<file path="src/rtl/fetch_sequencer.sv">
// Instruction-fetch sequencer: owns the PC, drives imem via req/ready, delivers to IF/ID.
// Handles hazard freeze (hold buffer) and EXE redirects, including redirects mid-access.
module fetch_sequencer #(
  parameter int unsigned ADDR_W   = 32,
  parameter int unsigned DATA_W   = 32,
  parameter logic [ADDR_W-1:0] RESET_PC = '0,
  parameter int unsigned MAX_WAIT = 15
) (
  input  logic              clk,
  input  logic              rst,
  input  logic              freeze,
  input  logic              branch_taken,
  input  logic [ADDR_W-1:0] branch_address,
  output logic              imem_req,
  output logic [ADDR_W-1:0] imem_addr,
  input  logic              imem_ready,
  input  logic [DATA_W-1:0] imem_rdata,
  output logic [ADDR_W-1:0] pc,
  output logic              if_valid,
  output logic [ADDR_W-1:0] if_pc,
  output logic [DATA_W-1:0] if_instruction,
  output logic              imem_timeout
);

  localparam int unsigned CNT_W = $clog2(MAX_WAIT + 1);

  typedef enum logic [1:0] {IDLE, FETCH, DRAIN, HOLD} state_e;

  state_e              state_q, state_d;
  logic [ADDR_W-1:0]   pc_q, pc_d;
  logic                req_q, req_d;
  logic [ADDR_W-1:0]   addr_q, addr_d;
  logic                if_valid_q, if_valid_d;
  logic [ADDR_W-1:0]   if_pc_q, if_pc_d;
  logic [DATA_W-1:0]   if_instr_q, if_instr_d;
  logic [ADDR_W-1:0]   hold_pc_q, hold_pc_d;
  logic [DATA_W-1:0]   hold_instr_q, hold_instr_d;
  logic [CNT_W-1:0]    wait_cnt_q, wait_cnt_d;
  logic                timeout_q, timeout_d;

  always_ff @(posedge clk) begin
    if (rst) begin
      state_q      <= IDLE;
      pc_q         <= RESET_PC;
      req_q        <= 1'b0;
      addr_q       <= RESET_PC;
      if_valid_q   <= 1'b0;
      if_pc_q      <= '0;
      if_instr_q   <= '0;
      hold_pc_q    <= '0;
      hold_instr_q <= '0;
      wait_cnt_q   <= '0;
      timeout_q    <= 1'b0;
    end else begin
      state_q      <= state_d;
      pc_q         <= pc_d;
      req_q        <= req_d;
      addr_q       <= addr_d;
      if_valid_q   <= if_valid_d;
      if_pc_q      <= if_pc_d;
      if_instr_q   <= if_instr_d;
      hold_pc_q    <= hold_pc_d;
      hold_instr_q <= hold_instr_d;
      wait_cnt_q   <= wait_cnt_d;
      timeout_q    <= timeout_d;
    end
  end

  always_comb begin
    state_d      = state_q;
    pc_d         = pc_q;
    if_valid_d   = if_valid_q;
    if_pc_d      = if_pc_q;
    if_instr_d   = if_instr_q;
    hold_pc_d    = hold_pc_q;
    hold_instr_d = hold_instr_q;
    wait_cnt_d   = '0;
    timeout_d    = timeout_q;

    unique case (state_q)
      IDLE: state_d = FETCH;
      FETCH: begin
        if (branch_taken) begin
          pc_d       = branch_address;
          if_valid_d = 1'b0;
          state_d    = imem_ready ? FETCH : DRAIN;
        end else if (imem_ready) begin
          pc_d = pc_q + ADDR_W'(4);
          if (freeze) begin
            hold_pc_d    = pc_q;
            hold_instr_d = imem_rdata;
            state_d      = HOLD;
          end else begin
            if_valid_d = 1'b1;
            if_pc_d    = pc_q;
            if_instr_d = imem_rdata;
          end
        end else if (!freeze) begin
          if_valid_d = 1'b0;
        end
      end
      DRAIN: begin
        // The stale access must complete before the redirected fetch can be issued
        if (branch_taken) begin
          pc_d       = branch_address;
          if_valid_d = 1'b0;
        end
        if (imem_ready) state_d = FETCH;
      end
      HOLD: begin
        if (branch_taken) begin
          pc_d         = branch_address;
          if_valid_d   = 1'b0;
          hold_pc_d    = '0;
          hold_instr_d = '0;
          state_d      = FETCH;
        end else if (!freeze) begin
          if_valid_d = 1'b1;
          if_pc_d    = hold_pc_q;
          if_instr_d = hold_instr_q;
          state_d    = FETCH;
        end
      end
      default: state_d = IDLE;
    endcase

    if ((state_q == FETCH || state_q == DRAIN) && !imem_ready)
      wait_cnt_d = (wait_cnt_q == CNT_W'(MAX_WAIT)) ? wait_cnt_q : wait_cnt_q + CNT_W'(1);
    if (wait_cnt_d == CNT_W'(MAX_WAIT)) timeout_d = 1'b1;

    req_d  = (state_d == FETCH) || (state_d == DRAIN);
    addr_d = (state_d == FETCH) ? pc_d : addr_q;
  end

  assign imem_req       = req_q;
  assign imem_addr      = addr_q;
  assign pc             = pc_q;
  assign if_valid       = if_valid_q;
  assign if_pc          = if_pc_q;
  assign if_instruction = if_instr_q;
  assign imem_timeout   = timeout_q;

endmodule

</file>
<file path="config.mk">
export PLATFORM = sky130hd
export DESIGN_NAME = fetch_sequencer
export DESIGN_NICKNAME = d
export VERILOG_FILES = /design/src/rtl/fetch_sequencer.sv
export SDC_FILE = /design/constraint.sdc
export NUM_CORES = 1
export LEC_CHECK = 0
export ABC_CLOCK_PERIOD_IN_PS = 4600
export BUFFER_PORTS_ARGS = -buffer_cell sky130_fd_sc_hd__buf_2
export CORE_UTILIZATION = 55
export DETAILED_ROUTE_END_ITERATION = 8
export HOLD_SLACK_MARGIN = 0.1
export PLACE_DENSITY_LB_ADDON = 0.12
export SLEW_MARGIN = 20
export SYNTH_ARGS = -nofsm -noshare
export SYNTH_HDL_FRONTEND = slang
export SYNTH_SLANG_ARGS = --single-unit
export TNS_END_PERCENT = 10
</file>
<file path="constraint.sdc">
create_clock -name clk -period 4.6 [get_ports clk]
set_input_delay 0.69 -clock clk [delete_from_list [all_inputs] [get_ports clk]]
set_output_delay 0.69 -clock clk [all_outputs]
set_load 0.05 [all_outputs]
</file>
# --- Yosys cells after proc, flatten, opt, wreduce, memory -nomap -nowiden ---
# Cells that the tools add are included.
word_totals:
  latch_bits: 0
  register_bits: 201
  mem_count: 0
  output_inout_bits: 131
  rom_bits: 0
  in_bits: 69
  mem_bits_rw: 0
  word_cells: 82
classes:
  div_mod_pow: 0
  addsub: 2
  multipliers: 0
  n_reduce_logical: 11
  n_lt_le_gt_ge: 0
  muxes: 42
  bitwise: 0
  eq_ne: 16
  n_shift: 0
ops:
  columns: ["operator", "count"]
  rows:
  - ["32-bit two-way mux", 20]
  - ["32-bit case mux with 2 select lines", 5]
  - ["32-bit by 3-bit adder with 32-bit output, second input constant", 1]
  - ["2-bit inequality test, second input constant", 8]
  - ["2-bit two-way mux", 7]
  - ["4-bit equality test, second input constant", 2]
  - ["4-bit two-way mux", 2]
  - ["2-bit case mux with 4 select lines", 1]
  - ["2-bit equality test, second input constant", 3]
  - ["1-bit two-way mux", 6]
  - ["6-bit AND reduction", 1]
  - ["5-bit AND reduction", 1]
  - ["4-bit by 1-bit adder with 4-bit output, second input constant", 1]
  - ["2-bit by 1-bit equality test with 1-bit output, second input constant", 2]
  - ["4-bit inequality test, second input constant", 1]
  - ["1-bit case mux with 3 select lines", 1]
  - ["3-bit AND reduction", 1]
  - ["3-bit nonzero test", 1]
  - ["2-bit logical NOT", 1]
  - ["1-bit logical OR", 2]
  - ["2-bit nonzero test", 1]
  - ["2-bit OR reduction", 1]
  - ["1-bit logical AND", 1]
  - ["1-bit logical NOT", 1]

# --- Logic depth before layout (Yosys ltp) ---
# Gate-level depths: netlist of the first run.
logic_depth:
  word_depth: 6
  depth_mapped: 13
  ltp_nobuf: 10

# --- Worst setup path after synthesis of the first run ---
# Ideal clock, no wire load.
synth_timing:
  kind: "input-to-reg"
  startpoint: "input port branch_taken"
  endpoint: "register addr_q[18] (netlist: imem_addr[18])"
  t_arrival_ns: 2.604
  cell_stages: 11
  path_buffers: 6
  setup_ns: 0.139
  required_time_ns: 4.461
  setup_slack_ns: 1.857
  cell_sequence: "buf_2 buf_2 clkbuf_1 a21oi_1 a22o_1 nand2_1 ha_1 clkbuf_1 clkbuf_1 clkbuf_1 a211oi_1"
synth_between:
  elab_chain_len: 3
  elab_cells_between_ends: 7
  classes_between: "1 x eq/ne; 6 x mux"
synth_rtl:
  columns: ["item", "line_no", "rtl"]
  rows:
  - ["start: declaration", "12", "input logic branch_taken,"]
  - ["2-bit two-way mux (on tied branches)", "111, 83", null]
  - ["2-bit case mux with 4 select lines", "80", "unique case (state_q)"]
  - ["2-bit by 1-bit equality test with 1-bit output", "132", "addr_d = (state_d == FETCH) ? pc_d : addr_q;"]
  - ["end signal: assignment", "58", "addr_q <= addr_d;"]
  - ["end: declaration", "32", "logic [ADDR_W-1:0] addr_q, addr_d;"]
# Several ways; a longest one is shown, not always the timed one.
# A chain may end at the register's enable or synchronous reset.

# --- Worst setup path in the final report of the first run ---
layout_timing:
  startpoint: "register state_q[1]"
  endpoint: "register addr_q[6] (netlist: imem_addr[6])"
layout_between:
  elab_chain_len: 5
  elab_cells_between_ends: 14
  classes_between: "4 x eq/ne; 8 x mux; 2 x reduce/logical"
layout_rtl:
  columns: ["item", "line_no", "rtl"]
  rows:
  - ["start: declaration", "29", "state_e state_q, state_d;"]
  - ["start signal: assignment", "55", "state_q <= state_d;"]
  - ["2-bit two-way mux", "89", "if (freeze) begin"]
  - ["2-bit two-way mux", "87", "end else if (imem_ready) begin"]
  - ["2-bit two-way mux", "83", "if (branch_taken) begin"]
  - ["2-bit case mux with 4 select lines", "80", null]
  - ["2-bit by 1-bit equality test with 1-bit output", "132", null]
# Several ways; a longest one is shown, not always the timed one.

==> results of run 1 <==
cells in the mapped netlist, drive strengths merged, types with 16 or more instances:
| cell | count |
|---|---|
| a211oi | 91 |
| a21oi | 142 |
| a31oi | 17 |
| buf | 35 |
| clkbuf | 59 |
| dfxtp | 201 |
| nand2 | 145 |
| nand3 | 16 |
| nor2 | 148 |
| nor2b | 66 |
| nor3 | 19 |
final cells by class:
| cell class | count | area [um^2] | area share |
|---|---|---|---|
| multi-input cells | 814 | 4708 | 0.4297 |
| flip-flops and latches | 201 | 4024 | 0.3672 |
| repair buffers | 214 | 1115 | 0.1017 |
| clock buffers | 30 | 640.6 | 0.05847 |
| well taps | 216 | 270.3 | 0.02467 |
| clock inverters | 10 | 138.9 | 0.01268 |
| inverters | 16 | 60.06 | 0.005481 |
stage by stage:
stage / util / cell area [um^2]
CTS: 0.6823 / 10960
global route: 0.6823 / 10960
detailed placement: 0.6338 / 10180
finish: 0.6823 / 10960
floorplan: - / 9154
global placement: 0.6338 / 10180
metal layers:
layer / vias up / track usage / wire length [um]
met3: 51 / 0.04357 / 1875
met2: 344 / 0.4435 / 11250
met1: 3968 / 0.3809 / 11070
met5: - / 0 / 0
met4: 0 / 0.08384 / 598
li1: 4293 / - / -
report_power, final:
| part | internal (mW) | switching, mW |
|---|---|---|
| combinational | 0.199 | 0.507 |
| clock | 1.15 | 0.719 |
| sequential | 1.82 | 0.0640 |
| total | 3.16 | 1.29 |
worst register-to-register path: stages, from the launching register on:
cell and delay [ns]:
dfxtp_1 0.37, inv_1 0.12, ha_1 0.75, clkinv_1 0.50
nand2_1 0.21, ha_2 0.62, buf_4 0.41, nor2b_1 0.18
o31ai_1 0.08, a21oi_1 0.16
cell families after synthesis:
group | synth area share
muxes | 0.02406
AOI/OAI and AO/OA | 0.2380
DFF | 0.4396
adders and majority gates | 0.01094
and+or+nand+nor | 0.2337
buffers and inverters | 0.04989
xor gates and xnor gates | 0.003828
flip-flops by register name, indices dropped and copies added (netlist names):
register and cells:
hold_instr_q 32, hold_pc_q 32, if_instruction 32, if_pc 32, imem_addr 32, pc 32
wait_cnt_q 4, state_q 2, if_valid 1, imem_req 1, imem_timeout 1
path summary, 6_finish.rpt:
kind	endpoint	slack, ns	cells past startpoint
worst max register to register	imem_addr[6]	1.14	9
worst max-delay path	imem_addr[6]	1.14	9
worst min-delay path	hold_pc_q[0]	0.45	2
worst min register to register	hold_pc_q[0]	0.45	2
==> results.tsv, run 1 <==
stage	metric	value	unit
job	max_cap viols	0	
critical_path	crit path from	state_q[1]	
clock_tree	Longest Clk Path Bufs	3	
floorplan	Die X	131.0	um
critical_path	Max stage delay cell, worst path	ha_1	
clock_tree	clk sinks	201	
critical_path	crit-path max cell delay	0.75	ns
worst_hold_path	Hold Startpoint	hold_pc_q[0]	
critical_path	WP data required	5.03	ns
critical_path	worst-path cell chain	inv_1 > ha_1 > clkinv_1 > nand2_1 > ha_2 > buf_4 > nor2b_1 > o31ai_1 > a21oi_1	
critical_path	crit path capture type	flip-flop	
critical_path	Max FO, Critical Path	35	
layout	most common cell after layout, fill and taps aside	dfxtp_1	
synthesis	Synth area leaders	dfxtp_1, a21oi_1, a211oi_1	
layout	commonest non-fill, non-tap cells in the layout	dfxtp_1, buf_2, nor2_1	
clock_tree	Root Driver	clkbuf_16	
sta	RSZ-0062 raised after global routing	false	
global_routing	largest net degree at the start of global routing	108	
critical_path	CP bufs+invs	3	
drt	Via-to-Cell Ratio	5.767	
placement	port bufs	199	
synthesis	Seq/Total Area, Yosys	0.4396	
placement	DP HPWL	16370	um
global_routing	initial antenna violation count	0	
sta	Fin Setup TNS	0	ns
floorplan	core box area	16060	um^2
placement	pre-CTS setup slack	1.213	ns
layout	Final nets	1346	
critical_path	Critical Path Source Type	flip-flop	
sta	Slew headroom	0.3757	
placement	placed cell count	1461	
sta	crit share post-route	0.7517	
synthesis	asr flop ratio synth	0	
clock_tree	htree depth	1	
clock_tree	clk_lat worst skew	0.51	ns
drt	final wirelength	24800	um
layout	Layout Cells excl Fill	1501	
clock_tree	post-CTS sizing	0	
drt	WL/cell	16.52	um
layout	Ant. Diodes	0	
clock_tree	CTS tree	yes	
critical_path	critical path's top delay family	adder cells	
global_routing	gr usage total	0.2761	
drt	drc violations	0	
floorplan	die area	17160	um^2
synthesis	Yosys cell types	65	
synthesis	flops & latches, synth	201	
synthesis	Syn Area/Cell	8.137	um^2
clock_tree	CTS clk-pin slew, worst paths	0.06	ns
sta	FMAX	289.2	MHz
floorplan	initial core utilization	0.5700	
sta	Hold Fails Final Rpt	0	
outcome	status	finished clean	
sta	Final WS setup	1.142	ns
worst_hold_path	worst hold path type	flip-flop to flip-flop	
sta	Final Skew	0.01097	ns
sta	Slew Viols, Final	0	
synthesis	Post-synth EDFFs	0	
critical_path	worst r2r src	state_q[1]	
sta	Worst-Margin Slew	0.9365	ns
sta	Min Clock Period, post-route	3.458	ns
synthesis	Synth Instances	1125	
power_and_ir_drop	Power Density	406.3	nW/um^2
drt	post-route ant nets	0	
synthesis	share of the synthesized area in the top cell type	0.4396	
layout	proportion of layout cells with a drive suffix above 1	0.2218	
clock_tree	hold buffers post-CTS	0	
critical_path	CP arrival	3.88	ns
floorplan	boundary pin count	200	
power_and_ir_drop	Total Power	4.451	mW
power_and_ir_drop	Worst IR Drop VDD	0.0003456	V
drt	via count	8656	
synthesis	Yosys top cell by area	dfxtp_1	
clock_tree	CTS buffer count	22	
sta	Min Hold Slack	0.4495	ns
synthesis	Post-Syn Area	9154	um^2
global_routing	total gr overflow	0	
synthesis	Syn Nets	1202	
clock_tree	# Post-CTS Setup Buffers	0	
sta	final setup fails	0	
floorplan	Die Y	131.0	um
critical_path	worst setup path class	flip-flop to flip-flop	
drt	DRT Pass-1 Iters	7	
drt	Iteration-0 DRC Markers	601	
layout	synth-to-layout area growth	19.70	%
power_and_ir_drop	Leak	4.402	nW
global_routing	vias in the first global route	7440	
placement	GPL Wtd Cong	0.8836	
synthesis	Main synth FF type	dfxtp_1	
global_routing	first-pass GRT wire length	37880	um
layout	Filler cells	1380	
floorplan	Core Rows	46	
synthesis	Ys Warns	0	
No activity file was read; power rests on OpenSTA's default activity.
==> inputs of run 2 (changes only) <==
Settings changed: ABC_CLOCK_PERIOD_IN_PS 4600 to 3200.
Clock period 4.6 ns to 3.2 ns, I/O delays scaled along.
==> run 2 against run 1 <==
- via count rose by 1.4%
- hold slack got worse by 0.19 ns
- first-iteration DRC count rose by 19%
- largest cell class unchanged
- routed wire length rose by 1.5%
- critical endpoint is now imem_addr[31]
- highest routed layer unchanged
==> results.tsv, run 2 (synthesis gave the netlist of run 1 again) <==
stage	metric	value	unit	change
drt	Via-to-Cell Ratio	5.821		was 5.767
clock_tree	clk_lat worst skew	0.50	ns	was 0.51 ns
floorplan	initial core utilization	0.5700		unchanged
layout	most common cell after layout, fill and taps aside	dfxtp_1		unchanged
floorplan	Die X	131.0	um	unchanged
placement	pre-CTS setup slack	0.5263	ns	was 1.213 ns
power_and_ir_drop	Worst IR Drop VDD	0.0004461	V	was 0.0003456 V
layout	synth-to-layout area growth	20.16	%	was 19.70%
placement	placed cell count	1470		was 1,461
critical_path	worst setup path class	flip-flop to flip-flop		unchanged
drt	post-route ant nets	0		unchanged
power_and_ir_drop	Power Density	563.5	nW/um^2	was 406.3 nW/um^2
layout	Final nets	1355		was 1,346
power_and_ir_drop	Clock power frac	0.396		was 0.419
sta	Hold Fails Final Rpt	0		unchanged
global_routing	total gr overflow	0		unchanged
placement	port bufs	199		unchanged
floorplan	die area	17160	um^2	unchanged
drt	DRT Pass-1 Iters	6		was 7
global_routing	gr usage total	0.2849		was 0.2761
global_routing	largest net degree at the start of global routing	109		was 108
layout	final core utilization	0.6850		was 0.6823
drt	Iteration-0 DRC Markers	716		was 601
sta	Final Skew	0.01807	ns	was 0.01097 ns
global_routing	first-pass GRT wire length	38990	um	was 37,880 um
layout	proportion of layout cells with a drive suffix above 1	0.2223		was 0.2218
power_and_ir_drop	sequential power share	0.435		was 0.422
global_routing	initial antenna violation count	1		was 0
critical_path	WP data required	3.59	ns	was 5.03 ns
placement	DP HPWL	16790	um	was 16,370 um
placement	GPL Wtd Cong	0.9100		was 0.8836
drt	max layer used	met4		unchanged
critical_path	Max FO, Critical Path	20		was 35
critical_path	crit path capture type	flip-flop		unchanged
outcome	status	finished clean		unchanged
sta	FMAX	382.4	MHz	was 289.2 MHz
sta	Fin Setup TNS	0	ns	unchanged
drt	WL/cell	16.68	um	was 16.52 um
clock_tree	CTS clk-pin slew, worst paths	0.06	ns	about the same
layout	Layout Cells excl Fill	1508		was 1,501
drt	Detail Route met3 WL	2006	um	was 1875 um
layout	commonest non-fill, non-tap cells in the layout	dfxtp_1, buf_2, nor2_1		unchanged
power_and_ir_drop	Comb power frac	0.168		was 0.159
clock_tree	hold buffers post-CTS	0		unchanged
power_and_ir_drop	Psw	1.800	mW	was 1.290 mW
critical_path	Max stage delay cell, worst path	ha_2		was ha_1
clock_tree	CTS tree	yes		unchanged
drt	met2 WL	11510	um	was 11,250 um
power_and_ir_drop	Switching Share	0.2904		was 0.2898
drt	via count	8778		was 8,656
floorplan	core box area	16060	um^2	unchanged
drt	final wirelength	25160	um	was 24,800 um
sta	Slew headroom	0.2795		was 0.3757
clock_tree	Root Driver	clkbuf_16		unchanged
clock_tree	clk sinks	201		unchanged
sta	RSZ-0062 raised after global routing	false		unchanged
clock_tree	post-CTS sizing	0		unchanged
sta	final setup fails	0		unchanged
sta	Slew Viols, Final	0		unchanged
floorplan	Die Y	131.0	um	unchanged
drt	met1 WL	11040	um	was 11,070 um
power_and_ir_drop	Leak	4.411	nW	was 4.402 nW
critical_path	crit-path max cell delay	0.47	ns	was 0.75 ns
worst_hold_path	worst hold path type	input pin to flip-flop		was flip-flop to flip-flop
sta	crit share post-route	0.8173		was 0.7517
critical_path	Critical Path Source Type	flip-flop		unchanged
floorplan	Core Rows	46		unchanged
critical_path	worst-path cell chain	inv_1 > ha_1 > a22o_1 > a22o_1 > nand2_1 > ha_2 > nand2_1 > o41ai_2		was inv_1 > ha_1 > clkinv_1 > nand2_1 > ha_2 > buf_4 > nor2b_1 > o31ai_1 > a21oi_1
floorplan	boundary pin count	200		unchanged
power_and_ir_drop	Internal Power	4.398	mW	was 3.161 mW
sta	Worst-Margin Slew	1.081	ns	was 0.9365 ns
clock_tree	# Post-CTS Setup Buffers	0		unchanged
sta	Min Clock Period, post-route	2.615	ns	was 3.458 ns
global_routing	vias in the first global route	7733		was 7,440
sta	Final WS setup	0.5846	ns	was 1.142 ns
critical_path	CP arrival	3.01	ns	was 3.88 ns
clock_tree	Longest Clk Path Bufs	3		unchanged
job	max_cap viols	0		unchanged
clock_tree	CTS buffer count	22		unchanged
clock_tree	htree depth	1		unchanged
drt	drc violations	0		unchanged
[run 2: layout make-up]
class                      instances  area [um^2]
antenna                            1        2.502
tap                              216        270.3
clock buffer                      34        656.9
fill                            1387         5059
clock inverter                     3        42.54
timing repair buffer             223         1232
multi-input combinational        814         4711
sequential                       201         4024
inverter                          16        60.06
[run 2: final timing paths]
check / startpoint / endpoint / slack, ns / depth (start not counted)
hold reg to reg: hold_pc_q[5] / hold_pc_q[5] / 0.45 / 2
setup reg to reg: state_q[0] / imem_addr[31] / 0.58 / 8
hold / removal: branch_address[1] / pc[1] / 0.26 / 3
setup / recovery: state_q[0] / imem_addr[31] / 0.58 / 8
[run 2: power groups by stage]
stage               combinational (mW)  clock, mW  sequential (mW)
floorplan                        0.436          0             3.06
global placement                  1.02          0             2.75
detailed placement                1.03          0             2.75
CTS                               1.04       2.48             2.70
global route                      1.12       2.59             2.71
finish                            1.04       2.46             2.70
[run 2: per-stage QoR]
| stage | power, mW | hold WS, ns | cell area, um^2 |
|---|---|---|---|
| 5_1_grt | 6.421 | 0.2953 | 11000 |
| 6_report | 6.198 | 0.2635 | 11000 |
| 3_3_place_gp | 3.771 | 0.4376 | 10290 |
| 4_1_cts | 6.220 | 0.2501 | 10990 |
| 3_5_place_dp | 3.782 | 0.4436 | 10290 |
| 2_1_floorplan | 3.492 | 0.4322 | 9154 |
[run 2: critical path: cells and delay by family (launching register included)]
kind,cells,cell delay [ns]
buffers and inverters,1,0.11
and+or+nand+nor,2,0.38
AOI/OAI and AO/OA,3,0.85
adders and majority gates,2,0.77
DFF,1,0.41
[run 2: routing by layer]
layer | track usage | vias up
met5 | 0 | -
met4 | 0.1055 | 0
met3 | 0.04682 | 47
met2 | 0.4550 | 370
met1 | 0.3869 | 4054
li1 | - | 4307
==> inputs of run 3 (changes only) <==
Settings changed: ABC_AREA from default to 1, ABC_CLOCK_PERIOD_IN_PS 3200 to 2700.
Clock period 3.2 ns to 2.7 ns, I/O delays scaled along.
==> run 3 against run 2 <==
- first-iteration DRC count increased by 1.1%
- area after synthesis rose by 0.46%
- sequential share of layout area increased by 0.60 points
- cell area fell by 1.6%
- critical path depth rose by 2
- sequential power up 26%
- combinational power grew 63%
- setup slack lost 0.047 ns
- maximum frequency increased by 21%
- sequential cell count stayed put
- largest cell class unchanged
==> results.tsv, run 3 <==
stage	metric	value	unit	change
synthesis	Ys Warns	0		unchanged
synthesis	Main synth FF type	dfxtp_1		unchanged
clock_tree	CTS tree	yes		unchanged
drt	Iteration-0 DRC Markers	724		was 716
placement	placed cell count	1587		was 1,470
power_and_ir_drop	Clock power frac	0.342		was 0.396
critical_path	Max stage delay cell, worst path	dfxtp_1		was ha_2
critical_path	worst setup path class	flip-flop to flip-flop		unchanged
critical_path	CP arrival	2.55	ns	was 3.01 ns
clock_tree	hold buffers post-CTS	0		unchanged
sta	crit share post-route	0.8009		was 0.8173
drt	Via-to-Cell Ratio	5.591		was 5.821
floorplan	Core Rows	46		unchanged
sta	Worst-Margin Slew	0.8008	ns	was 1.081 ns
synthesis	Syn Nets	1320		was 1,202
synthesis	Yosys cell types	44		was 65
power_and_ir_drop	Psw	2.608	mW	was 1.800 mW
clock_tree	Longest Clk Path Bufs	3		unchanged
layout	Layout Cells excl Fill	1624		was 1,508
drt	final wirelength	25480	um	was 25,160 um
drt	DRT Pass-1 Iters	6		unchanged
synthesis	flops & latches, synth	201		unchanged
drt	met2 WL	11370	um	was 11,510 um
placement	DP HPWL	16500	um	was 16,790 um
drt	post-route ant nets	0		unchanged
layout	synth-to-layout area growth	17.66	%	was 20.16%
synthesis	share of the synthesized area in the top cell type	0.4376		was 0.4396
drt	drc violations	0		unchanged
global_routing	gr usage total	0.2855		was 0.2849
critical_path	critical path's top delay family	buffers and inverters		was compound AO/OA/AOI/OAI gates
layout	proportion of layout cells with a drive suffix above 1	0.2152		was 0.2223
sta	Fin Setup TNS	0	ns	unchanged
critical_path	Worst R2R Setup Slack	0.54	ns	was 0.58 ns
synthesis	cell with the most instances after synthesis	nand2_1		was dfxtp_1
global_routing	total gr overflow	0		unchanged
sta	Min Hold Slack	0.1866	ns	was 0.2635 ns
synthesis	Synth Instances	1243		was 1,125
power_and_ir_drop	Internal Power	5.152	mW	was 4.398 mW
clock_tree	clk_lat worst skew	0.50	ns	about the same
layout	commonest non-fill, non-tap cells in the layout	nand2_1, dfxtp_1, buf_2		was dfxtp_1, buf_2, nor2_1
critical_path	Critical Path Source Type	flip-flop		unchanged
power_and_ir_drop	Leak	4.758	nW	was 4.411 nW
clock_tree	CTS clk-pin slew, worst paths	0.06	ns	about the same
critical_path	CP bufs+invs	4		was 1
clock_tree	post-CTS sizing	0		unchanged
global_routing	first-pass GRT wire length	40890	um	was 38,990 um
critical_path	Max FO, Critical Path	24		was 20
layout	Ant. Diodes	0		was 1
placement	GPL Wtd Cong	0.9371		was 0.9100
global_routing	vias in the first global route	7983		was 7,733
placement	port bufs	199		unchanged
outcome	status	finished clean		unchanged
floorplan	Die X	131.3	um	was 131.0 um
sta	Final Skew	0.009265	ns	was 0.01807 ns
floorplan	initial core utilization	0.5707		was 0.5700
synthesis	Syn Area/Cell	7.398	um^2	was 8.137 um^2
synthesis	Synth top cells by count	nand2_1, dfxtp_1, o21ai_0		was dfxtp_1, nor2_1, nand2_1
sta	Final WS setup	0.5376	ns	was 0.5846 ns
drt	max layer used	met4		unchanged
synthesis	asr flop ratio synth	0		unchanged
sta	Slew Viols, Final	0		unchanged
synthesis	Post-Syn Area	9196	um^2	was 9154 um^2
job	max_cap viols	0		unchanged
synthesis	Post-synth EDFFs	0		unchanged
floorplan	Die Y	131.3	um	was 131.0 um
critical_path	worst-path cell chain	inv_1 > ha_1 > buf_4 > a32o_1 > nand2_1 > ha_2 > buf_4 > nand4_1 > o211ai_1 > inv_1		was inv_1 > ha_1 > a22o_1 > a22o_1 > nand2_1 > ha_2 > nand2_1 > o41ai_2
power_and_ir_drop	sequential power share	0.439		was 0.435
power_and_ir_drop	Worst IR Drop VDD	0.0005415	V	was 0.0004461 V
clock_tree	htree depth	1		unchanged
floorplan	core box area	16120	um^2	was 16,060 um^2
clock_tree	clk sinks	201		unchanged
sta	Min Clock Period, post-route	2.162	ns	was 2.615 ns
sta	FMAX	462.5	MHz	was 382.4 MHz
critical_path	crit path capture type	flip-flop		unchanged
global_routing	largest net degree at the start of global routing	129		was 109
global_routing	initial antenna violation count	0		was 1
floorplan	die area	17240	um^2	was 17,160 um^2
power_and_ir_drop	Comb power frac	0.218		was 0.168
sta	RSZ-0062 raised after global routing	false		unchanged
worst_hold_path	worst hold path type	input pin to flip-flop		unchanged
clock_tree	Root Driver	clkbuf_16		unchanged
synthesis	Synth area leaders	dfxtp_1, nand2_1, o21ai_0		was dfxtp_1, a21oi_1, a211oi_1
clock_tree	# Post-CTS Setup Buffers	0		unchanged
placement	pre-CTS setup slack	0.5550	ns	was 0.5263 ns
synthesis	Seq/Total Area, Yosys	0.4376		was 0.4396
drt	via count	9079		was 8,778
floorplan	boundary pin count	200		unchanged
clock_tree	CTS buffer count	21		was 22
sta	final setup fails	0		unchanged
sta	Slew headroom	0.4661		was 0.2795
drt	WL/cell	15.69	um	was 16.68 um
critical_path	WP data required	3.09	ns	was 3.59 ns
drt	Detail Route met3 WL	1826	um	was 2006 um
power_and_ir_drop	Power Density	717.1	nW/um^2	was 563.5 nW/um^2
layout	most common cell after layout, fill and taps aside	nand2_1		was dfxtp_1
sta	Hold Fails Final Rpt	0		unchanged
layout	Final nets	1471		was 1,355
drt	met1 WL	11570	um	was 11,040 um
critical_path	crit-path max cell delay	0.39	ns	was 0.47 ns
synthesis	Yosys top cell by area	dfxtp_1		unchanged
power_and_ir_drop	Switching Share	0.3361		was 0.2904
## run 3: area by class of cell
type | count | area, um^2
clock buffer | 30 | 579.3
clock inverter | 7 | 42.54
fill | 1443 | 5295
multi-input combinational | 886 | 4456
tap | 216 | 270.3
inverter | 67 | 255.2
sequential | 201 | 4024
timing repair buffer | 217 | 1194
## run 3: routing by layer
metal	track usage	vias up
met5	0	-
met4	0.09302	0
met3	0.03356	58
met1	0.4086	4123
met2	0.4465	373
li1	-	4525
## run 3: path summary, 6_finish.rpt
path,startpoint,to,depth (start not counted)
worst max-delay path,state_q[1],imem_addr[3],10
worst min-delay path,imem_rdata[7],hold_instr_q[7],3
worst max register to register,state_q[1],imem_addr[3],10
worst min register to register,hold_pc_q[4],if_pc[4],2
## run 3: cells by family (layout without fill, tap and decap cells)
group | after synthesis | count (layout) | synth area share
simple gates | 478 | 478 | 0.2246
compound gates | 395 | 395 | 0.2431
flops | 201 | 201 | 0.4376
buf+inv | 156 | 321 | 0.07850
fa+ha+maj | 8 | 8 | 0.01088
mux | 4 | 4 | 0.004354
xor+xnor | 1 | 1 | 0.0009526
## run 3: power groups by stage
stage          combinational (mW)  clock, mW  sequential (mW)
2_1_floorplan               0.741          0             3.98
3_3_place_gp                 1.66          0             3.46
3_5_place_dp                 1.68          0             3.46
4_1_cts                      1.69       2.70             3.40
5_1_grt                      1.83       2.84             3.44
6_report                     1.70       2.66             3.41
## run 3: worst register-to-register path, stage by stage, from the launching register on
cell      delay (ns)
dfxtp_1         0.39
inv_1           0.11
ha_1            0.25
buf_4           0.21
a32o_1          0.26
nand2_1         0.08
ha_2            0.21
buf_4           0.26
nand4_1         0.14
o211ai_1        0.10
inv_1           0.06
## run 3: per-stage QoR
step                        util  power, mW  cell area [um^2]
after CTS                 0.6714      7.796             10820
after detailed placement  0.6328      5.144             10200
final                     0.6714      7.760             10820
after floorplan                -      4.716              9196
after global placement    0.6328      5.117             10200
after global routing      0.6714      8.103             10820
